==> src/rtl/cclk_driver.sv <==
// cclk_driver
//   Drives a single-wire ready line (cclk_out) toward a peer that qualifies it
//   with a stable-high detector, then supervises the peer's returned ready line.
//   Every rise of cclk_out is preceded by LOW_CYCLES consecutive low cycles so
//   the peer detector always restarts cleanly. While high, the peer has
//   TIMEOUT_CYCLES to answer; MAX_RETRIES timeouts are tolerated before FAIL.
//
// Ports
//   clk        in   system clock
//   rst        in   synchronous active-high reset
//   enable     in   level; low forces IDLE and clears everything
//   drop       in   single-cycle request to drop the link and restart the low time
//   peer_ready in   asynchronous ready line from the peer (synchronized here)
//   cclk_out   out  registered ready line to the peer (high in HIGH/LINKED)
//   linked     out  registered, high only in LINKED
//   fail       out  registered, high only in FAIL
//   retries    out  timeouts seen since the last link, saturating at 3
module cclk_driver #(
  parameter int LOW_CYCLES     = 8192,
  parameter int TIMEOUT_CYCLES = 65536,
  parameter int MAX_RETRIES    = 3
) (
  input  logic       clk,
  input  logic       rst,
  input  logic       enable,
  input  logic       drop,
  input  logic       peer_ready,
  output logic       cclk_out,
  output logic       linked,
  output logic       fail,
  output logic [1:0] retries
);

  localparam int MAX_CYC = (LOW_CYCLES > TIMEOUT_CYCLES) ? LOW_CYCLES : TIMEOUT_CYCLES;
  localparam int CNT_W   = (MAX_CYC > 1) ? $clog2(MAX_CYC) : 1;
  localparam logic [CNT_W-1:0] LOW_LAST  = CNT_W'(LOW_CYCLES - 1);
  localparam logic [CNT_W-1:0] TO_LAST   = CNT_W'(TIMEOUT_CYCLES - 1);
  localparam logic [CNT_W-1:0] CNT_ONE   = CNT_W'(1);
  localparam logic [1:0]       RETRY_MAX = 2'(MAX_RETRIES);

  typedef enum logic [2:0] {
    ST_IDLE,
    ST_LOW,
    ST_HIGH,
    ST_LINKED,
    ST_FAIL
  } state_t;

  state_t           state_q, state_d;
  logic [CNT_W-1:0] cnt_q, cnt_d;
  logic [1:0]       retries_q, retries_d;
  logic [1:0]       sync_q, sync_d;
  logic             cclk_out_q, cclk_out_d;
  logic             linked_q, linked_d;
  logic             fail_q, fail_d;
  logic             pr;

  // Two-flop synchronizer; sync_q[1] is the only copy of the peer line
  // that the state logic is allowed to look at.
  assign sync_d = {sync_q[0], peer_ready};
  assign pr     = sync_q[1];

  always_comb begin
    state_d   = state_q;
    cnt_d     = cnt_q;
    retries_d = retries_q;

    if (!enable) begin
      state_d   = ST_IDLE;
      cnt_d     = '0;
      retries_d = '0;
    end else if (drop && (state_q == ST_LOW || state_q == ST_HIGH || state_q == ST_LINKED)) begin
      // Restart the full low time; a drop is never counted as a retry.
      state_d = ST_LOW;
      cnt_d   = '0;
    end else begin
      unique case (state_q)
        ST_IDLE: begin
          cnt_d     = '0;
          retries_d = '0;
          state_d   = ST_LOW;
        end
        ST_LOW: begin
          if (cnt_q == LOW_LAST) begin
            cnt_d   = '0;
            state_d = ST_HIGH;
          end else begin
            cnt_d = cnt_q + CNT_ONE;
          end
        end
        ST_HIGH: begin
          if (pr) begin
            state_d   = ST_LINKED;
            cnt_d     = '0;
            retries_d = '0;
          end else if (cnt_q == TO_LAST) begin
            cnt_d = '0;
            // Terminal check uses the count before this timeout is added.
            if (retries_q == RETRY_MAX) begin
              state_d = ST_FAIL;
            end else begin
              state_d   = ST_LOW;
              retries_d = (retries_q == 2'd3) ? 2'd3 : retries_q + 2'd1;
            end
          end else begin
            cnt_d = cnt_q + CNT_ONE;
          end
        end
        ST_LINKED: begin
          // Losing the peer restarts the handshake but is not a timeout.
          if (!pr) begin
            state_d = ST_LOW;
            cnt_d   = '0;
          end
        end
        ST_FAIL: begin
          state_d = ST_FAIL;
        end
        default: begin
          state_d   = ST_IDLE;
          cnt_d     = '0;
          retries_d = '0;
        end
      endcase
    end

    // Outputs follow the next state so they change on the same edge as it.
    cclk_out_d = (state_d == ST_HIGH) || (state_d == ST_LINKED);
    linked_d   = (state_d == ST_LINKED);
    fail_d     = (state_d == ST_FAIL);
  end

  always_ff @(posedge clk) begin
    if (rst) begin
      state_q    <= ST_IDLE;
      cnt_q      <= '0;
      retries_q  <= '0;
      sync_q     <= '0;
      cclk_out_q <= 1'b0;
      linked_q   <= 1'b0;
      fail_q     <= 1'b0;
    end else begin
      state_q    <= state_d;
      cnt_q      <= cnt_d;
      retries_q  <= retries_d;
      sync_q     <= sync_d;
      cclk_out_q <= cclk_out_d;
      linked_q   <= linked_d;
      fail_q     <= fail_d;
    end
  end

  assign cclk_out = cclk_out_q;
  assign linked   = linked_q;
  assign fail     = fail_q;
  assign retries  = retries_q;

endmodule
==> config.mk <==
export PLATFORM = sky130hd
export DESIGN_NAME = cclk_driver
export DESIGN_NICKNAME = d
export VERILOG_FILES = /design/src/rtl/cclk_driver.sv
export SDC_FILE = /design/constraint.sdc
export NUM_CORES = 1
export LEC_CHECK = 0
export CAP_MARGIN = 20
export CORE_MARGIN = 2
export CORE_UTILIZATION = 50
export CTS_BUF_LIST = sky130_fd_sc_hd__clkbuf_16
export DETAILED_ROUTE_END_ITERATION = 10
export PLACE_DENSITY = 0.81
export SETUP_SLACK_MARGIN = 0.3
export SYNTH_ARGS = -nofsm -noshare
export SYNTH_HDL_FRONTEND = slang
export SYNTH_SLANG_ARGS = --single-unit
==> constraint.sdc <==
create_clock -name clk -period 3.26 [get_ports clk]
set_clock_uncertainty 0.05 [all_clocks]
set_input_delay 0.652 -clock clk [delete_from_list [all_inputs] [get_ports clk]]
set_output_delay 0.652 -clock clk [all_outputs]
set_load 0.01 [all_outputs]
## After elaboration in Yosys (flattened, before gate mapping)

Index checks and enable logic that the tools add are counted.

| storage, ports and cells | value |
|---|---|
| bits in registers | 26 |
| word-level logic and storage cells | 53 |

| operators by class | value |
|---|---|
| $add $sub $neg | 2 |
| equality and inequality tests | 13 |
| muxes and demuxes | 17 |
| bitwise logic cells | 4 |
| reduce and logical (&&, ||, !) cells | 10 |

Operators by type and width:

| operator | count |
|---|---|
| two-way mux 16 bit | 4 |
| case mux 16 bit (4 select lines) | 1 |
| two-way mux 3 bit | 7 |
| adder 16 x 1 -> 16 bit (second input constant) | 1 |
| equality test 16 x 13 -> 1 bit (second input constant) | 1 |
| equality test 16 bit (second input constant) | 1 |
| case mux 3 bit (5 select lines) | 1 |
| equality test 3 x 2 -> 1 bit (second input constant) | 4 |
| equality test 3 bit (second input constant) | 2 |
| two-way mux 2 bit | 3 |
| OR reduction 3 bit | 2 |
| inverter 1 bit | 4 |
| case mux 2 bit (2 select lines) | 1 |
| AND reduction 4 bit | 1 |
| equality test 3 x 1 -> 1 bit (second input constant) | 1 |
| logical NOT 3 bit | 1 |
| logical OR 1 bit | 3 |
| inequality test 3 x 2 -> 1 bit (second input constant) | 1 |
| inequality test 3 bit (second input constant) | 1 |
| adder 2 x 1 -> 2 bit (second input constant) | 1 |
| equality test 2 bit (second input constant) | 1 |
| inequality test 2 bit (second input constant) | 1 |
| AND reduction 2 bit | 1 |
| OR reduction 2 bit | 1 |
| logical AND 1 bit | 1 |

## Longest topological paths before layout

| depth | value |
|---|---|
| word-level depth | 9 |
| depth in mapped cells | 7 |
| mapped depth without buffers | 6 |

## Least setup slack after synthesis

OpenSTA, ideal clock, no wires.

| path | value |
|---|---|
| path type | register -> register |
| start | reg cnt_q[0] |
| end | reg cnt_q[11] |
| library setup time | 0.115 ns |
| arrival time | 1.641 ns |
| data required time | 3.095 ns |
| slack | 1.455 ns |
| stages on the path, launching flop included | 8 |
| path buffers | 1 |
| clock period less this slack | 1.805 ns |
| cells stage by stage | dfxtp_1 > ha_1 > nand4_2 > nor4_4 > o22ai_2 > o21bai_2 > buf_4 > nor2_1 |

| between the ends | value |
|---|---|
| cells in the longest elaborated chain, start to end | 4 |
| elaborated cells between the ends (all ways) | 7 |
| those cells by class | add/sub (1); eq/ne (2); mux (4) |

RTL lines:

| what | RTL line | RTL |
|---|---|---|
| from (decl) | 50 | `logic [CNT_W-1:0] cnt_q, cnt_d;` |
| from (signal assigned) | 144 | `cnt_q <= cnt_d;` |
| adder 16 x 1 -> 16 bit or equality test 16 bit (tied branches) | 88, 106, 96 |  |
| two-way mux 16 bit | 96 | `end else if (cnt_q == TO_LAST) begin` |
| two-way mux 16 bit | 92 | `if (pr) begin` |
| case mux 16 bit (4 select lines) (*) | 77 | `unique case (state_q)` |

Mark *: on every way between the ends. The rest lies on a longest branch, timed or not.
A chain may end at the register's enable or synchronous reset.

## Worst setup path in the final report

| path | value |
|---|---|
| start | reg cnt_q[0] |
| end | reg cnt_q[7] |

The elaborated chain is that of the path after synthesis.

==> flow_summary.toml <==
[final_layout]
antenna_cells = 0
multi_input_area_sq_um = 797
nFillCells = 217
seqCellArea_sq_um = 520
fin_area_sq_um = 1540
fin_nets = 173
syn_to_final_growth_pct = 12.7
drive_above_1_share_pct = 8.54

[timing]
period_minus_slack_ps = 2230
hold_viol_final = 0
fmax_mhz = 448
tns_ps = 0
tightest_slew_ps = 630
period_share_pct = 68.5
max_slew_margin_pct = 57.5
setup_violations = 0
rsz0062_at_grt = "false"
slew_violations = 0

[yosys]
async_flop_share_pct = 0
ys.warnings.count = 0
avgSynthCellArea_sq_um = 8.75
ys_ff_latch = 26
post-synth-top-area-cell = "dfxtp_1"
syn_area_sq_um = 1370
synth-main-ff-cell = "dfxtp_1"
synth_area_leaders = "dfxtp_1 38%, nor2_1 6.6%, xnor2_1 5.1%"
netlist.area_leader.share_pct = 38.1
synth_edf_count = 0
syn_inst = 156
syn-num-nets = 163
yosysUniqueCellTypes = 43
yosysSeqAreaShare_pct = 38.1

[setup_path]
crit_fanout = 11
path_class = "register to register"
rr_startpoint = "cnt_q[0]"
crit_buf_inv = 0
worstSetupStartpointType = "register"
end_kind = "register"
max_stage_delay_ps = 430
arrival_ps = 2310
reg2reg_slack_ps = 1030
ff2ff_path_depth = 6
required_ps = 3340
path_delay_family = "simple AND/OR/NAND/NOR gates"
rr_endpoint = "cnt_q[7]"
path_cells = "ha_1 > nand4_2 > nor4_4 > o22ai_2 > o21bai_2 > nor2_1"
cp_slowest_cell = "nor4_4"

[grt]
grt_max_degree = 15
track_usage_pct = 18.6
antenna_found_initial = 0
grt_pass1_wl_microns = 4730
grt.overflow.total = 0
grt_pass1_vias = 1066

[pwr]
irDropWorstVdd_mv = 0.463
leakagePower_nw = 0.493
power_density_nw_per_um2 = 396

[die]
rows = 18
core_area_sq_um = 2520
io_pins = 10
die_h_microns = 56.3
initial_core_util_pct = 54.1
dieArea_sq_um = 3160
fp.dieW_microns = 56.3

[place]
dpl-instance-area_sq_um = 1460
io_buffers = 9
gp_congestion = 0.812
dpl.hpwl_microns = 1940

[clocking]
clock-sinks = 26
cts_setup_buffers = 0
cts_hold_buf = 0
h-tree-depth = 1
post_cts_resized = 0
cts_max_path_buffers = 2
clk_pin_slew_worst_paths_ps = 60
cts_made_buffers = 3
clock_latency_ps = 260
clock-root-buffer = "clkbuf_16"
cts_tree = "yes"

[routing]
totalWireLength_microns = 2760
drc = 0
firstDrtPassIters = 4
drt-initial-drc-count = 37
via_per_inst = 5.94
postRouteAntennaNets = 0
route.vias.total = 1152
wl_per_cell_microns = 14.2

[min_path]
min_from = "sync_q[0]"
hold_end = "sync_q[1]"
whs_path_depth = 1
hold_class = "register to register"

[outcome]
status = "finished clean"

[job]
maxCapViolCount = 0
## area by class of cell
class,instances,share of cell area [%]
Clock buffer,3,4.88
Multi-Input combinational cell,121,51.8
Sequential cell,26,33.8
Inverter,5,1.22
Timing Repair Buffer,9,5.85
Tap cell,30,2.44
## metrics by stage
stage / hold WS (ps) / power (W) / worst slack [ps] / util [%] / std cells
after global placement: 372 / 0.000351 / 939 / 58.0 / 191
after floorplan: 364 / 0.000344 / 1450 / - / 156
after detailed placement: 384 / 0.000352 / 919 / 58.0 / 191
final: 396 / 0.000609 / 1030 / 61.0 / 194
after global routing: 409 / 0.000629 / 856 / 61.0 / 194
after CTS: 402 / 0.000613 / 1030 / 61.0 / 194
## per-layer routing
metal | vias up | track usage [%] | share of wire (%)
li1 | 572 | - | -
met1 | 549 | 23.4 | 47
met2 | 25 | 31.1 | 48
met3 | 6 | 4.61 | 3.6
met4 | 0 | 5.78 | 1.3
met5 | - | 0 | 0
## power by group
group / switching [W] / internal (W)
Clock: 0.000101 / 0.000162
Combinational: 0.0000120 / 0.0000107
Sequential: 0.00000292 / 0.000320
Total: 0.000116 / 0.000493
## registers in the layout (all words and copies together) (netlist names)
signal / count
cnt_q: 16
retries: 2
linked: 1
state_q: 3
cclk_out: 1
sync_q: 2
fail: 1
## cell usage after synthesis (3+ instances only)
library cell,count
nand2_1,11
nand2b_1,3
inv_1,5
nor4_1,3
nor2b_1,7
nand4_1,4
a21oi_1,7
o21ai_0,5
xor2_1,3
nand3_1,8
xnor2_1,8
dfxtp_1,26
nor3_1,4
nor2_1,24
## cell families (layout without fill, tap and decap cells)
group	count (synthesis)	count (layout)	synth area share, %
compound gates	23	23	11.2
xor+xnor	11	11	7.06
fa+ha+maj	2	2	1.83
buf+inv	9	17	3.48
flops	26	26	38.1
mux	1	1	0.733
simple gates	84	84	37.6
## how the worst max path moves through the flow
| stage | to | depth (start not counted) | start |
|---|---|---|---|
| after floorplan | cnt_q[11] | 7 | cnt_q[0] |
| after global placement | cnt_q[9] | 5 | drop |
| after detailed placement | cnt_q[7] | 5 | drop |
| after CTS | cnt_q[7] | 6 | cnt_q[0] |
| after global routing | cnt_q[7] | 6 | cnt_q[0] |
| final | cnt_q[7] | 6 | cnt_q[0] |
## worst register-to-register path, stage by stage, from the launching register on
cell	delay, ps
dfxtp_1	390
ha_1	250
nand4_2	250
nor4_4	430
o22ai_2	210
o21bai_2	420
nor2_1	110
## placed cells by master, fill, tap and decap left out, drive strengths merged
master	n
dfxtp	26
nor2	24
nand2	11
clkdlybuf4s50	9
nand3	9
xnor2	8
a21oi	7
nor2b	7
nor4	6
inv	5
o21ai	5
nand4	5
nor3	4
xor2	3
nand2b	3
clkbuf	3
nor4b	3
nor3b	2
and3	2
or3	2
a31oi	2
o2bb2ai	2
nand3b	2
ha	2
and3b	1
a21o	1
or3b	1
o22ai	1
o21bai	1
and2	1
o21a	1
a211oi	1
o22a	1
a22oi	1
mux2i	1
and4	1
No activity file was read; power rests on OpenSTA's default activity.
